===== src/rtl/decode_if.sv =====
// Handshake bundle for the LEGv8 decode stage: upstream instruction channel,
// downstream decoded-record channel and the flush control.
interface decode_if #(
  parameter int XLEN = 64,
  parameter int PC_W = 64
);
  logic            flush;
  logic            in_valid;
  logic            in_ready;
  logic [31:0]     in_inst;
  logic [PC_W-1:0] in_pc;
  logic            out_valid;
  logic            out_ready;
  logic [2:0]      out_fmt;
  logic [10:0]     out_opcode;
  logic [4:0]      out_rd;
  logic [4:0]      out_rn;
  logic [4:0]      out_rm;
  logic [XLEN-1:0] out_imm;
  logic [PC_W-1:0] out_target;
  logic            out_illegal;

  modport master (
    output flush, in_valid, in_inst, in_pc, out_ready,
    input  in_ready, out_valid, out_fmt, out_opcode, out_rd, out_rn, out_rm,
           out_imm, out_target, out_illegal
  );

  modport slave (
    input  flush, in_valid, in_inst, in_pc, out_ready,
    output in_ready, out_valid, out_fmt, out_opcode, out_rd, out_rn, out_rm,
           out_imm, out_target, out_illegal
  );
endinterface


===== src/rtl/decode_stage.sv =====
// Single-entry registered LEGv8 decode stage: decodes the offered word
// combinationally and holds one decoded record under a valid/ready handshake.
module decode_stage #(
  parameter int XLEN  = 64,
  parameter int PC_W  = 64,
  parameter int CNT_W = 16
) (
  input  logic             clk,
  input  logic             rst_n,
  decode_if.slave          bus,
  output logic [CNT_W-1:0] dec_count
);

  typedef enum logic [2:0] {
    FMT_R   = 3'd0,
    FMT_I   = 3'd1,
    FMT_D   = 3'd2,
    FMT_CB  = 3'd3,
    FMT_B   = 3'd4,
    FMT_ILL = 3'd7
  } fmt_e;

  typedef enum logic {EMPTY, FULL} state_e;

  typedef struct packed {
    fmt_e            fmt;
    logic [10:0]     opcode;
    logic [4:0]      rd;
    logic [4:0]      rn;
    logic [4:0]      rm;
    logic [XLEN-1:0] imm;
    logic [PC_W-1:0] target;
    logic            illegal;
  } rec_t;

  state_e      state_q, state_d;
  rec_t        rec_q, dec;
  logic [31:0] inst;
  logic [PC_W-1:0] br_off;
  logic        out_valid;
  logic        accept;
  logic        fire;

  assign inst = bus.in_inst;

  // Decode of the word currently offered upstream.
  // NOTE: every field gets a default before the case so no path leaves a
  // signal unassigned, which would otherwise infer a latch.
  always_comb begin
    dec         = '0;
    dec.fmt     = FMT_ILL;
    dec.illegal = 1'b1;
    dec.opcode  = inst[31:21];
    br_off      = '0;

    casez (inst[31:21])
      11'b10001011000, 11'b11001011000,
      11'b10001010000, 11'b10101010000: dec.fmt = FMT_R;
      11'b11111000000, 11'b11111000010: dec.fmt = FMT_D;
      11'b1001000100?, 11'b1101000100?: dec.fmt = FMT_I;
      11'b1011010????:                  dec.fmt = FMT_CB;
      11'b000101?????:                  dec.fmt = FMT_B;
      default:                          dec.fmt = FMT_ILL;
    endcase

    case (dec.fmt)
      FMT_R: begin
        dec.illegal = 1'b0;
        dec.rd      = inst[4:0];
        dec.rn      = inst[9:5];
        dec.rm      = inst[20:16];
      end
      FMT_I: begin
        dec.illegal = 1'b0;
        dec.rd      = inst[4:0];
        dec.rn      = inst[9:5];
        dec.imm     = {{(XLEN-12){1'b0}}, inst[21:10]};
      end
      FMT_D: begin
        dec.illegal = 1'b0;
        dec.rd      = inst[4:0];
        dec.rn      = inst[9:5];
        dec.imm     = {{(XLEN-9){inst[20]}}, inst[20:12]};
      end
      FMT_CB: begin
        dec.illegal = 1'b0;
        dec.rd      = inst[4:0];
        dec.imm     = {{(XLEN-21){inst[23]}}, inst[23:5], 2'b00};
        br_off      = {{(PC_W-21){inst[23]}}, inst[23:5], 2'b00};
        dec.target  = bus.in_pc + br_off;
      end
      FMT_B: begin
        dec.illegal = 1'b0;
        dec.imm     = {{(XLEN-28){inst[25]}}, inst[25:0], 2'b00};
        br_off      = {{(PC_W-28){inst[25]}}, inst[25:0], 2'b00};
        dec.target  = bus.in_pc + br_off;
      end
      default: ;
    endcase
  end

  // Ready is gated by reset so nothing can be taken while the stage is held.
  assign out_valid    = (state_q == FULL);
  assign bus.in_ready = rst_n && !bus.flush && (!out_valid || bus.out_ready);
  assign accept       = bus.in_valid && bus.in_ready;
  assign fire         = out_valid && bus.out_ready && !bus.flush;

  always_comb begin
    state_d = state_q;
    if (bus.flush)   state_d = EMPTY;
    else if (accept) state_d = FULL;
    else if (fire)   state_d = EMPTY;
  end

  // NOTE: sequential state uses non-blocking assignments so every register
  // samples the pre-edge values of the others.
  always_ff @(posedge clk or negedge rst_n) begin
    if (!rst_n) state_q <= EMPTY;
    else        state_q <= state_d;
  end

  // NOTE: the record register is reset as well, because the outputs must read
  // zero during reset rather than whatever was last captured.
  always_ff @(posedge clk or negedge rst_n) begin
    if (!rst_n)      rec_q <= '0;
    else if (accept) rec_q <= dec;
  end

  // Flush suppresses fire, so a discarded record never counts.
  always_ff @(posedge clk or negedge rst_n) begin
    if (!rst_n)
      dec_count <= '0;
    else if (fire && !rec_q.illegal && (dec_count != {CNT_W{1'b1}}))
      dec_count <= dec_count + 1'b1;
  end

  assign bus.out_valid   = out_valid;
  assign bus.out_fmt     = rec_q.fmt;
  assign bus.out_opcode  = rec_q.opcode;
  assign bus.out_rd      = rec_q.rd;
  assign bus.out_rn      = rec_q.rn;
  assign bus.out_rm      = rec_q.rm;
  assign bus.out_imm     = rec_q.imm;
  assign bus.out_target  = rec_q.target;
  assign bus.out_illegal = rec_q.illegal;

endmodule


===== src/flat_wrapper.sv =====
// flat-port wrapper written by rule: the top's interface ports become plain ports
module decode_stage_flat 
#(
  parameter int XLEN  = 64,
  parameter int PC_W  = 64,
  parameter int CNT_W = 16
)
  (clk, rst_n, dec_count, bus_flush, bus_in_valid, bus_in_inst, bus_in_pc, bus_out_ready, bus_in_ready, bus_out_valid, bus_out_fmt, bus_out_opcode, bus_out_rd, bus_out_rn, bus_out_rm, bus_out_imm, bus_out_target, bus_out_illegal);
  decode_if #(.XLEN(XLEN), .PC_W(PC_W)) bus_i ();
  input  logic clk;
  input  logic rst_n;
  output logic [CNT_W-1:0] dec_count;
  input wire logic [$bits(bus_i.flush)-1:0] bus_flush;
  input wire logic [$bits(bus_i.in_valid)-1:0] bus_in_valid;
  input wire logic [$bits(bus_i.in_inst)-1:0] bus_in_inst;
  input wire logic [$bits(bus_i.in_pc)-1:0] bus_in_pc;
  input wire logic [$bits(bus_i.out_ready)-1:0] bus_out_ready;
  output wire logic [$bits(bus_i.in_ready)-1:0] bus_in_ready;
  output wire logic [$bits(bus_i.out_valid)-1:0] bus_out_valid;
  output wire logic [$bits(bus_i.out_fmt)-1:0] bus_out_fmt;
  output wire logic [$bits(bus_i.out_opcode)-1:0] bus_out_opcode;
  output wire logic [$bits(bus_i.out_rd)-1:0] bus_out_rd;
  output wire logic [$bits(bus_i.out_rn)-1:0] bus_out_rn;
  output wire logic [$bits(bus_i.out_rm)-1:0] bus_out_rm;
  output wire logic [$bits(bus_i.out_imm)-1:0] bus_out_imm;
  output wire logic [$bits(bus_i.out_target)-1:0] bus_out_target;
  output wire logic [$bits(bus_i.out_illegal)-1:0] bus_out_illegal;
  assign bus_i.flush = bus_flush;
  assign bus_i.in_valid = bus_in_valid;
  assign bus_i.in_inst = bus_in_inst;
  assign bus_i.in_pc = bus_in_pc;
  assign bus_i.out_ready = bus_out_ready;
  assign bus_in_ready = bus_i.in_ready;
  assign bus_out_valid = bus_i.out_valid;
  assign bus_out_fmt = bus_i.out_fmt;
  assign bus_out_opcode = bus_i.out_opcode;
  assign bus_out_rd = bus_i.out_rd;
  assign bus_out_rn = bus_i.out_rn;
  assign bus_out_rm = bus_i.out_rm;
  assign bus_out_imm = bus_i.out_imm;
  assign bus_out_target = bus_i.out_target;
  assign bus_out_illegal = bus_i.out_illegal;
  decode_stage #(.XLEN(XLEN), .PC_W(PC_W), .CNT_W(CNT_W)) u_core (.clk(clk), .rst_n(rst_n), .bus(bus_i), .dec_count(dec_count));
endmodule

===== config.mk =====
export PLATFORM = sky130hd
export DESIGN_NAME = decode_stage_flat
export DESIGN_NICKNAME = d
export VERILOG_FILES = /design/src/rtl/decode_if.sv /design/src/rtl/decode_stage.sv /design/src/flat_wrapper.sv
export SDC_FILE = /design/constraint.sdc
export NUM_CORES = 1
export LEC_CHECK = 0
export BUFFER_PORTS_ARGS = -buffer_cell sky130_fd_sc_hd__buf_2
export CORE_UTILIZATION = 58
export DETAILED_ROUTE_END_ITERATION = 8
export PLACE_DENSITY = 0.87
export RECOVER_POWER = 25
export SKIP_CTS_REPAIR_TIMING = 1
export SLEW_MARGIN = 20
export SYNTH_ARGS = -nofsm -noshare
export SYNTH_HDL_FRONTEND = slang
export SYNTH_SLANG_ARGS = --single-unit

===== constraint.sdc =====
create_clock -name clk -period 4.49 [get_ports clk]
set_input_delay 0.898 -clock clk [delete_from_list [all_inputs] [get_ports clk]]
set_output_delay 0.898 -clock clk [all_outputs]
set_load 0.02 [all_outputs]

# Yosys cells after proc, flatten, opt, wreduce, memory -nomap -nowiden
# Cells that the tools add are included.
# op_classes
n_addsub	3
n_eq_ne	15
mux	10
n_reduce_logical	19
# ops
op	n
64-bit case mux with 4 select lines	1
64-bit adder	2
64-bit case mux with 2 select lines	1
11-bit == test (second input constant)	6
10-bit == test (second input constant)	2
16-bit by 1-bit adder with 16-bit output (second input constant)	1
16-bit inequality test (second input constant)	1
5-bit 2-to-1 mux	3
3-bit case mux with 5 select lines	1
4-bit OR reduction	2
7-bit == test (second input constant)	1
1-bit logical AND	7
3-bit by 2-bit == test with 1-bit output (second input constant)	2
6-bit by 3-bit == test with 1-bit output (second input constant)	1
5-bit OR reduction	1
1-bit 2-to-1 mux	4
2-bit OR reduction	2
3-bit by 1-bit == test with 1-bit output (second input constant)	1
3-bit == test (second input constant)	1
1-bit logical NOT	3
3-bit logical NOT	1
3-bit nonzero test	1
3-bit OR reduction	1
1-bit logical OR	1
# word_totals
regBits	175
in_bits	101
output_inout_bits	176
wordCells	57

# Longest topological paths before layout
# Gate-level depths: netlist of run 1.
# depth
word_depth	6
mapped_depth	18
depth_no_buf	14

# Worst setup path before layout of run 1
# OpenSTA, ideal clock, no wires.
# synth_timing
path_kind	in2reg
startpoint	input port bus_in_inst[30]
endpoint	register u_core.rec_q (netlist bit u_core.bus.out_target[63])
setup_time_ns	0.126
arrival_ns	4.883
required_ns	4.364
setup_slack_ns	-0.519
stages	16
path_buffers	2
path_cell_list	nand2b_1 -> nor4bb_1 -> clkbuf_1 -> nand2b_1 -> nand2_1 -> ha_1 -> clkbuf_1 -> and3_1 -> and2_1 -> a21oi_1 -> nor2b_1 -> a311oi_1 -> o221a_2 -> o21ai_1 -> o2111a_1 -> a221o_1
# synth_via
elab_chain_cells	5
elab_cells_between_ends	17
classes_between	eq/ne: 12; mux: 2; reduce/logical: 3
# synth_rtl
element	line_no	source
start, declared	flat_wrapper.sv:15	input wire logic [$bits(bus_i.in_inst)-1:0] bus_in_inst;
11-bit == test or 10-bit == test (tied branches)	decode_stage.sv:56	casez (inst[31:21])
4-bit OR reduction or 2-bit OR reduction (tied branches)	decode_stage.sv:56	
3-bit case mux with 5 select lines *	decode_stage.sv:56	
3-bit == test or 3-bit by 2-bit == test with 1-bit output (tied branches)	decode_stage.sv:66	case (dec.fmt)
64-bit case mux with 2 select lines *	decode_stage.sv:66	
end signal, assigned	decode_stage.sv:125	if (!rst_n) rec_q <= '0;
end signal, assigned	decode_stage.sv:126	else if (accept) rec_q <= dec;
end, declared	decode_stage.sv:37	rec_t rec_q, dec;
# Every way passes the cells marked *; elsewhere a longest branch is shown, timed or not.
# A chain may end at the register's enable or synchronous reset.

# Worst setup path after layout of run 1
# layout_timing
startpoint	input port bus_in_inst[30]
endpoint	register u_core.rec_q (netlist bit u_core.bus.out_target[57])
# Same word-level chain as after synthesis.

==> reports/results.txt, run 1 <==
worst hold path class - register to register
Clk pin slew, worst setup/hold paths - 70 ps
crit path launch - bus_in_inst[30]
initial core utilization - 59.9%
sequential fraction of the synthesis area - 34.7%
CTS Sinks - 139
Final Hold Fails - 0
Clock Tree Buf Depth - 2
total track usage - 41.7%
Mapped Cells - 1200
Yosys top cell by area - dfrtp_1
Worst Hold Depth - 2
# IOs - 277
met2 usage - 69.7%
CP required - 4810 ps
Fmax - 228 MHz
slew of the pin with the lowest slew margin - 1590 ps
Layout fillers - 1115
Leak - 7.19 nW
Yosys cell types - 67
Worst Skew - 10.9 ps
initial antenna violation count - 1
PwrDens - 298 mW/mm^2
H-tree levels - 4
worst-path fanout max - 8
hold path startpoint - u_core.bus.out_rd[2]
Remaining Overflow, GRT - 0
gp weighted congestion - 0.987
Die Span Y - 134 um
vias in the first global route - 11200
DRC violations left - 0
Total Power - 0.00407 W
final instance area - 0.0137 mm^2
largest net degree at the start of global routing - 79
fin cells - 1873
number of flops mapped to enable cells by yosys - 0
Yosys reg bits - 139
Routed WL per cell - 19.6 um
Setup violations, final - 0
top post-synthesis cells by area - dfrtp_1, ha_1, nand2_1
total wire length - 36700 um
placed cell count - 1841
die footprint - 0.0178 mm^2
Syn. warnings - 0
Area after DPL - 0.0131 mm^2
die width - 134 um
Via Count - 11500
max-cap violation count - 1
async set-reset flop share out of synthesis - 100%
Layout Nets - 1816
Slew HR - -6.33%
Most Used Layer, Global Route - met2
first-pass GRT wire length - 58000 um
share of layout cells above drive strength 1 - 33.0%
Max Transition Viols Final - 63
grt met3 use - 9.06%
clk_lat worst skew - 440 ps
DRT iter0 DRCs - 1100
num rows - 47
router iterations before antenna repair - 6
TritonCTS clock tree - built
CP endpoint kind - register
Vias/cell - 6.14
type of element launching the critical path - primary input
met1 Track Usage GR - 50.0%
ys flop type - dfrtp_1
critical path class - primary input to register
post-synth net total - 1376
peak supply drop - 297 uV
Syn Area/Cell - 8.37 um^2
cells on worst reg2reg path - 5
area share of the largest cell type after synthesis - 34.7%
worst hold margin - 470 ps
core area - 0.0168 mm^2
Final Critical Period - 4390 ps
R2R Path Start - u_core.bus.out_valid
Final period util - 97.8%
Buffers on Ports - 276
failing checks - capacitance limit, slew limit
synthesized cell area - 0.0100 mm^2
status - finished with violations
ant diodes - 0
total CTS buffers - 17
Routed Antenna Nets - 0
CTS root buffer - clkbuf_16
crit path DAT - 4710 ps
P&R area growth vs syn - 36.0%
RSZ-0062 raised after global routing - true
post-DP HPWL - 27900 um
path summary, 6_finish.rpt:
check	end	slack [ps]
worst max-delay path	u_core.bus.out_target[57]	100
worst min-delay path	u_core.bus.out_rd[2]	470
worst max register to register	u_core.bus.out_fmt[0]	1690
worst min register to register	u_core.bus.out_rd[2]	470
max in group asynchronous	u_core.bus.out_target[58]	1550
min in group asynchronous	u_core.bus.out_target[50]	1170
report_power, final:
group          switching (W)  internal (W)
logic               0.000683      0.000541
registers          0.0000376       0.00130
clock network       0.000658      0.000851
cell usage after synthesis (all sizes together) (3+ instances only):
master and instances:
nor3b 4, or3 8, nand3 32, xor2 28, o31ai 9, clkbuf 56
inv 18, a21boi 9, and2 13, o2111ai 4, nand4 25, and4 6
mux2 18, o21ai 114, o21bai 9, a211oi 8, a221oi 3, mux2i 4
nor2b 6, xnor2 34, or2 8, a211o 4, a21o 39, nand2 220
buf 40, a222oi 7, and3 14, nor2 49, nand2b 11, a22oi 12
ha 74, o211ai 10, nor3 14, a31oi 13, dfrtp 139, a21oi 92
a22o 9, o21a 11
stage by stage:
step / setup TNS [ps] / util, % / setup WS, ps
2_1_floorplan: 0 / - / 17.4
6_report: 0 / 81.5 / 99.6
5_1_grt: -67.5 / 81.5 / -57.1
4_1_cts: 0 / 81.6 / 26.3
3_5_place_dp: -4090 / 77.9 / -349
3_3_place_gp: -2020 / 77.9 / -284
logic make-up (layout without fill, tap and decap cells):
family / count (synthesis) / after routing / synth area share [%]
compound gates: 372 / 372 / 23.5
simple gates: 416 / 416 / 19.0
mux: 22 / 22 / 2.42
xor+xnor: 62 / 62 / 5.41
fa+ha+maj: 75 / 75 / 9.42
buf+inv: 114 / 567 / 5.61
flops: 139 / 139 / 34.7
worst max-delay path, cell delays in order:
cell,delay [ps]
buf_2,100
nand2b_1,190
nor4bb_4,380
buf_4,240
buf_4,140
mux2_2,340
ha_1,320
a21oi_1,240
o21ai_0,150
o41a_1,420
a2111o_1,460
nand4_1,120
a21oi_1,100
or3_1,350
a32o_1,260
cell type report:
class / count / area, um^2 / area share [%]
Timing Repair Buffer: 517 / 3130 / 22.9
Clock buffer: 17 / 425 / 3.12
Clock inverter: 15 / 195 / 1.43
Sequential cell: 139 / 3480 / 25.5
Multi-Input combinational cell: 947 / 6080 / 44.6
Inverter: 18 / 67.6 / 0.495
Tap cell: 220 / 275 / 2.02
state kept, by name (all words and copies together) (netlist names):
signal                  cells
u_core.bus.out_valid        1
u_core.bus.out_rd           5
u_core.bus.out_imm         28
u_core.bus.out_opcode      11
u_core.dec_count           16
u_core.bus.out_rn           5
u_core.bus.out_target      64
u_core.bus.out_rm           5
u_core.bus.out_fmt          3
u_core.bus.out_illegal      1
cell usage in the layout (no fill, tap or decap), types with 25 or more instances in the layout:
cell / Yosys / final
o21ai_0: 108 / 106
dfrtp_1: 139 / 139
buf_4: 36 / 239
nand3_1: 32 / 32
xnor2_1: 34 / 34
buf_2: 0 / 224
nand4_1: 25 / 25
clkbuf_1: 56 / 52
nor2_1: 49 / 49
xor2_1: 28 / 28
a21oi_1: 91 / 90
ha_1: 74 / 74
nand2_1: 220 / 218
a21o_1: 38 / 38
routing by layer:
| metal | wire [um] | share of wire (%) |
|---|---|---|
| met3 | 3480 | 9.5 |
| met5 | 13 | 0.035 |
| met2 | 17400 | 47 |
| met4 | 2070 | 5.6 |
| met1 | 13800 | 37 |
(Power assumes the default switching activity.)
==> run 2: changes to the inputs <==
--- a/config.mk
+++ b/config.mk
@@ -5,7 +5,7 @@
 export SDC_FILE = /design/constraint.sdc
 export NUM_CORES = 1
 export LEC_CHECK = 0
-export BUFFER_PORTS_ARGS = -buffer_cell sky130_fd_sc_hd__buf_2
+export BUFFER_PORTS_ARGS = -buffer_cell sky130_fd_sc_hd__buf_4
 export CORE_UTILIZATION = 58
 export DETAILED_ROUTE_END_ITERATION = 8
 export PLACE_DENSITY = 0.87
==> run 2 against run 1 <==
Compared with the run above: the flow still finishes with violations (capacitance limit, slew limit); maximum frequency up 0.50%; sequential share of layout area shrank 1.1 points; power is 3.6% higher; register-to-register slack worse by 840 ps; worst hold slack better by 14 ps; largest power group unchanged; highest routed layer is now met4.
==> reports/results.txt, run 2 (synthesized netlist as in run 1, its figures left out) <==
total CTS buffers - 17 (unchanged)
max-cap violation count - 2 (was 1)
num rows - 47 (unchanged)
# IOs - 277 (unchanged)
CP required - 4820 ps (was 4810 ps)
status - finished with violations (unchanged)
final instance area - 0.0143 mm^2 (was 0.0137 mm^2)
Routed WL per cell - 21.2 um (was 19.6 um)
clk_lat worst skew - 450 ps (was 440 ps)
Vias/cell - 6.29 (was 6.14)
TritonCTS clock tree - built (unchanged)
H-tree levels - 4 (unchanged)
share of layout cells above drive strength 1 - 33.4% (was 33.0%)
Routed Antenna Nets - 0 (unchanged)
Slew HR - -42.4% (was -6.33%)
Worst Skew - 10.0 ps (was 10.9 ps)
Leak - 7.31 nW (was 7.19 nW)
crit path DAT - 4700 ps (was 4710 ps)
router iterations before antenna repair - 9 (was 6)
Fmax - 229 MHz (was 228 MHz)
Buffers on Ports - 276 (unchanged)
Slowest-stage cell, CP - a2111o_1 (unchanged)
Clock Tree Buf Depth - 2 (unchanged)
Via Count - 11800 (was 11500)
Internal Power - 0.00280 W (was 0.00269 W)
Worst Hold Depth - 2 (unchanged)
total wire length - 39700 um (was 36700 um)
ant diodes - 0 (unchanged)
switching share of power - 33.5% (was 33.9%)
PwrDens - 296 mW/mm^2 (was 298 mW/mm^2)
worst hold margin - 484 ps (was 470 ps)
Comb power frac - 30.6% (was 30.1%)
utilization after layout - 85.1% (was 81.5%)
setup slack after layout - 121 ps (was 99.6 ps)
Post-Place Worst Slack - -353 ps (was -349 ps)
gp weighted congestion - 0.979 (was 0.987)
CTS root buffer - clkbuf_16 (unchanged)
P&R area growth vs syn - 42.1% (was 36.0%)
die footprint - 0.0178 mm^2 (unchanged)
Final period util - 97.3% (was 97.8%)
critical path class - primary input to register (unchanged)
DRC violations left - 0 (unchanged)
largest net degree at the start of global routing - 101 (was 79)
type of element launching the critical path - primary input (unchanged)
die width - 134 um (unchanged)
initial core utilization - 59.9% (unchanged)
Max Transition Viols Final - 169 (was 63)
post-DP HPWL - 28800 um (was 27900 um)
Final Hold Fails - 0 (unchanged)
Seq pwr share - 31.9% (was 32.9%)
most frequent cells in the layout - buf_4, nand2_1, dfrtp_1 (was buf_4, buf_2, nand2_1)
crit-path cells - buf_4, nand2b_1, nor4bb_4, buf_4, buf_6, mux2_2, ha_1, a21oi_1, o21ai_0, a211oi_1, nor2_1, a2111o_1, nand4_1, a21oi_1, or3_1, a32o_1 (was buf_2, nand2b_1, nor4bb_4, buf_4, buf_4, mux2_2, ha_1, a21oi_1, o21ai_0, o41a_1, a2111o_1, nand4_1, a21oi_1, or3_1, a32o_1)
Area after DPL - 0.0138 mm^2 (was 0.0131 mm^2)
DRT iter0 DRCs - 1177 (was 1100)
most common cell after layout, fill and taps aside - buf_4 (unchanged)
initial antenna violation count - 0 (was 1)
Layout Nets - 1817 (was 1816)
peak supply drop - 286 uV (was 297 uV)
slew of the pin with the lowest slew margin - 2140 ps (was 1590 ps)
core area - 0.0168 mm^2 (unchanged)
cells on worst reg2reg path - 7 (was 5)
Clk pin slew, worst setup/hold paths - 70 ps (about the same)
Die Span Y - 134 um (unchanged)
Remaining Overflow, GRT - 0 (unchanged)
Layout fillers - 1014 (was 1115)
Setup violations, final - 0 (unchanged)
CP max stage delay - 430 ps (was 460 ps)
total track usage - 45.0% (was 41.7%)
CP endpoint kind - register (unchanged)
Final Critical Period - 4370 ps (was 4390 ps)
Clk pwr share - 37.6% (was 37.1%)
worst-path fanout max - 12 (was 8)
vias in the first global route - 11600 (was 11200)
NetSw - 0.00141 W (was 0.00138 W)
failing checks - capacitance limit, slew limit (unchanged)
CTS Sinks - 139 (unchanged)
worst hold path class - register to register (unchanged)
first-pass GRT wire length - 61800 um (was 58000 um)
max FFs per register - 64 (unchanged)
run 2: worst max-delay path, delay by kind of cell:
kind                     cells  cell delay (ps)
AO/OA/AOI/OAI                6             1560
multiplexers                 1              350
AND/OR/NAND/NOR              5             1090
buffers and inverters        3              460
adder cells (fa/ha/maj)      1              360
run 2: cell type report:
| class | count | area, um^2 | area share [%] |
|---|---|---|---|
| tap | 220 | 275 | 1.93 |
| clock inverter | 15 | 220 | 1.54 |
| sequential | 139 | 3480 | 24.4 |
| multi-input combinational | 947 | 6080 | 42.6 |
| inverter | 18 | 67.6 | 0.474 |
| clock buffer | 17 | 425 | 2.98 |
| timing repair buffer | 518 | 3710 | 26.0 |
run 2: power groups by stage:
stage	Clock [W]	Sequential, W	Combinational [W]
floorplan	0	0.00142	0.000541
global placement	0	0.00136	0.00121
detailed placement	0	0.00136	0.00124
CTS	0.00158	0.00134	0.00126
global route	0.00163	0.00135	0.00138
finish	0.00158	0.00134	0.00129
run 2: path summary, 6_finish.rpt:
check | startpoint | to | slack [ps]
hold reg to reg | u_core.bus.out_opcode[1] | u_core.bus.out_opcode[1] | 480
setup reg to reg | u_core.bus.out_valid | u_core.bus.out_target[60] | 850
min in group asynchronous | rst_n | u_core.bus.out_target[48] | 1230
max in group asynchronous | rst_n | u_core.bus.out_target[60] | 1430
hold / removal | u_core.bus.out_opcode[1] | u_core.bus.out_opcode[1] | 480
setup / recovery | bus_in_inst[30] | u_core.bus.out_target[57] | 120
run 2: per-stage QoR:
step,total power [W],instances,setup TNS [ps]
after floorplan,0.00196,1200,0
after global placement,0.00257,1842,-1580
after detailed placement,0.00261,1842,-4710
after CTS,0.00418,1874,-0.871
after global routing,0.00436,1874,-12.5
final,0.00422,1874,0
run 2: per-layer routing:
| layer | global-route usage [%] | routed length, um | vias to the layer above |
|---|---|---|---|
| met5 | 0 | 0 | - |
| met4 | 25.8 | 2390 | 0 |
| met3 | 10.7 | 4030 | 240 |
| met2 | 75.1 | 18800 | 880 |
| met1 | 53.1 | 14500 | 5497 |
| li1 | - | - | 5170 |
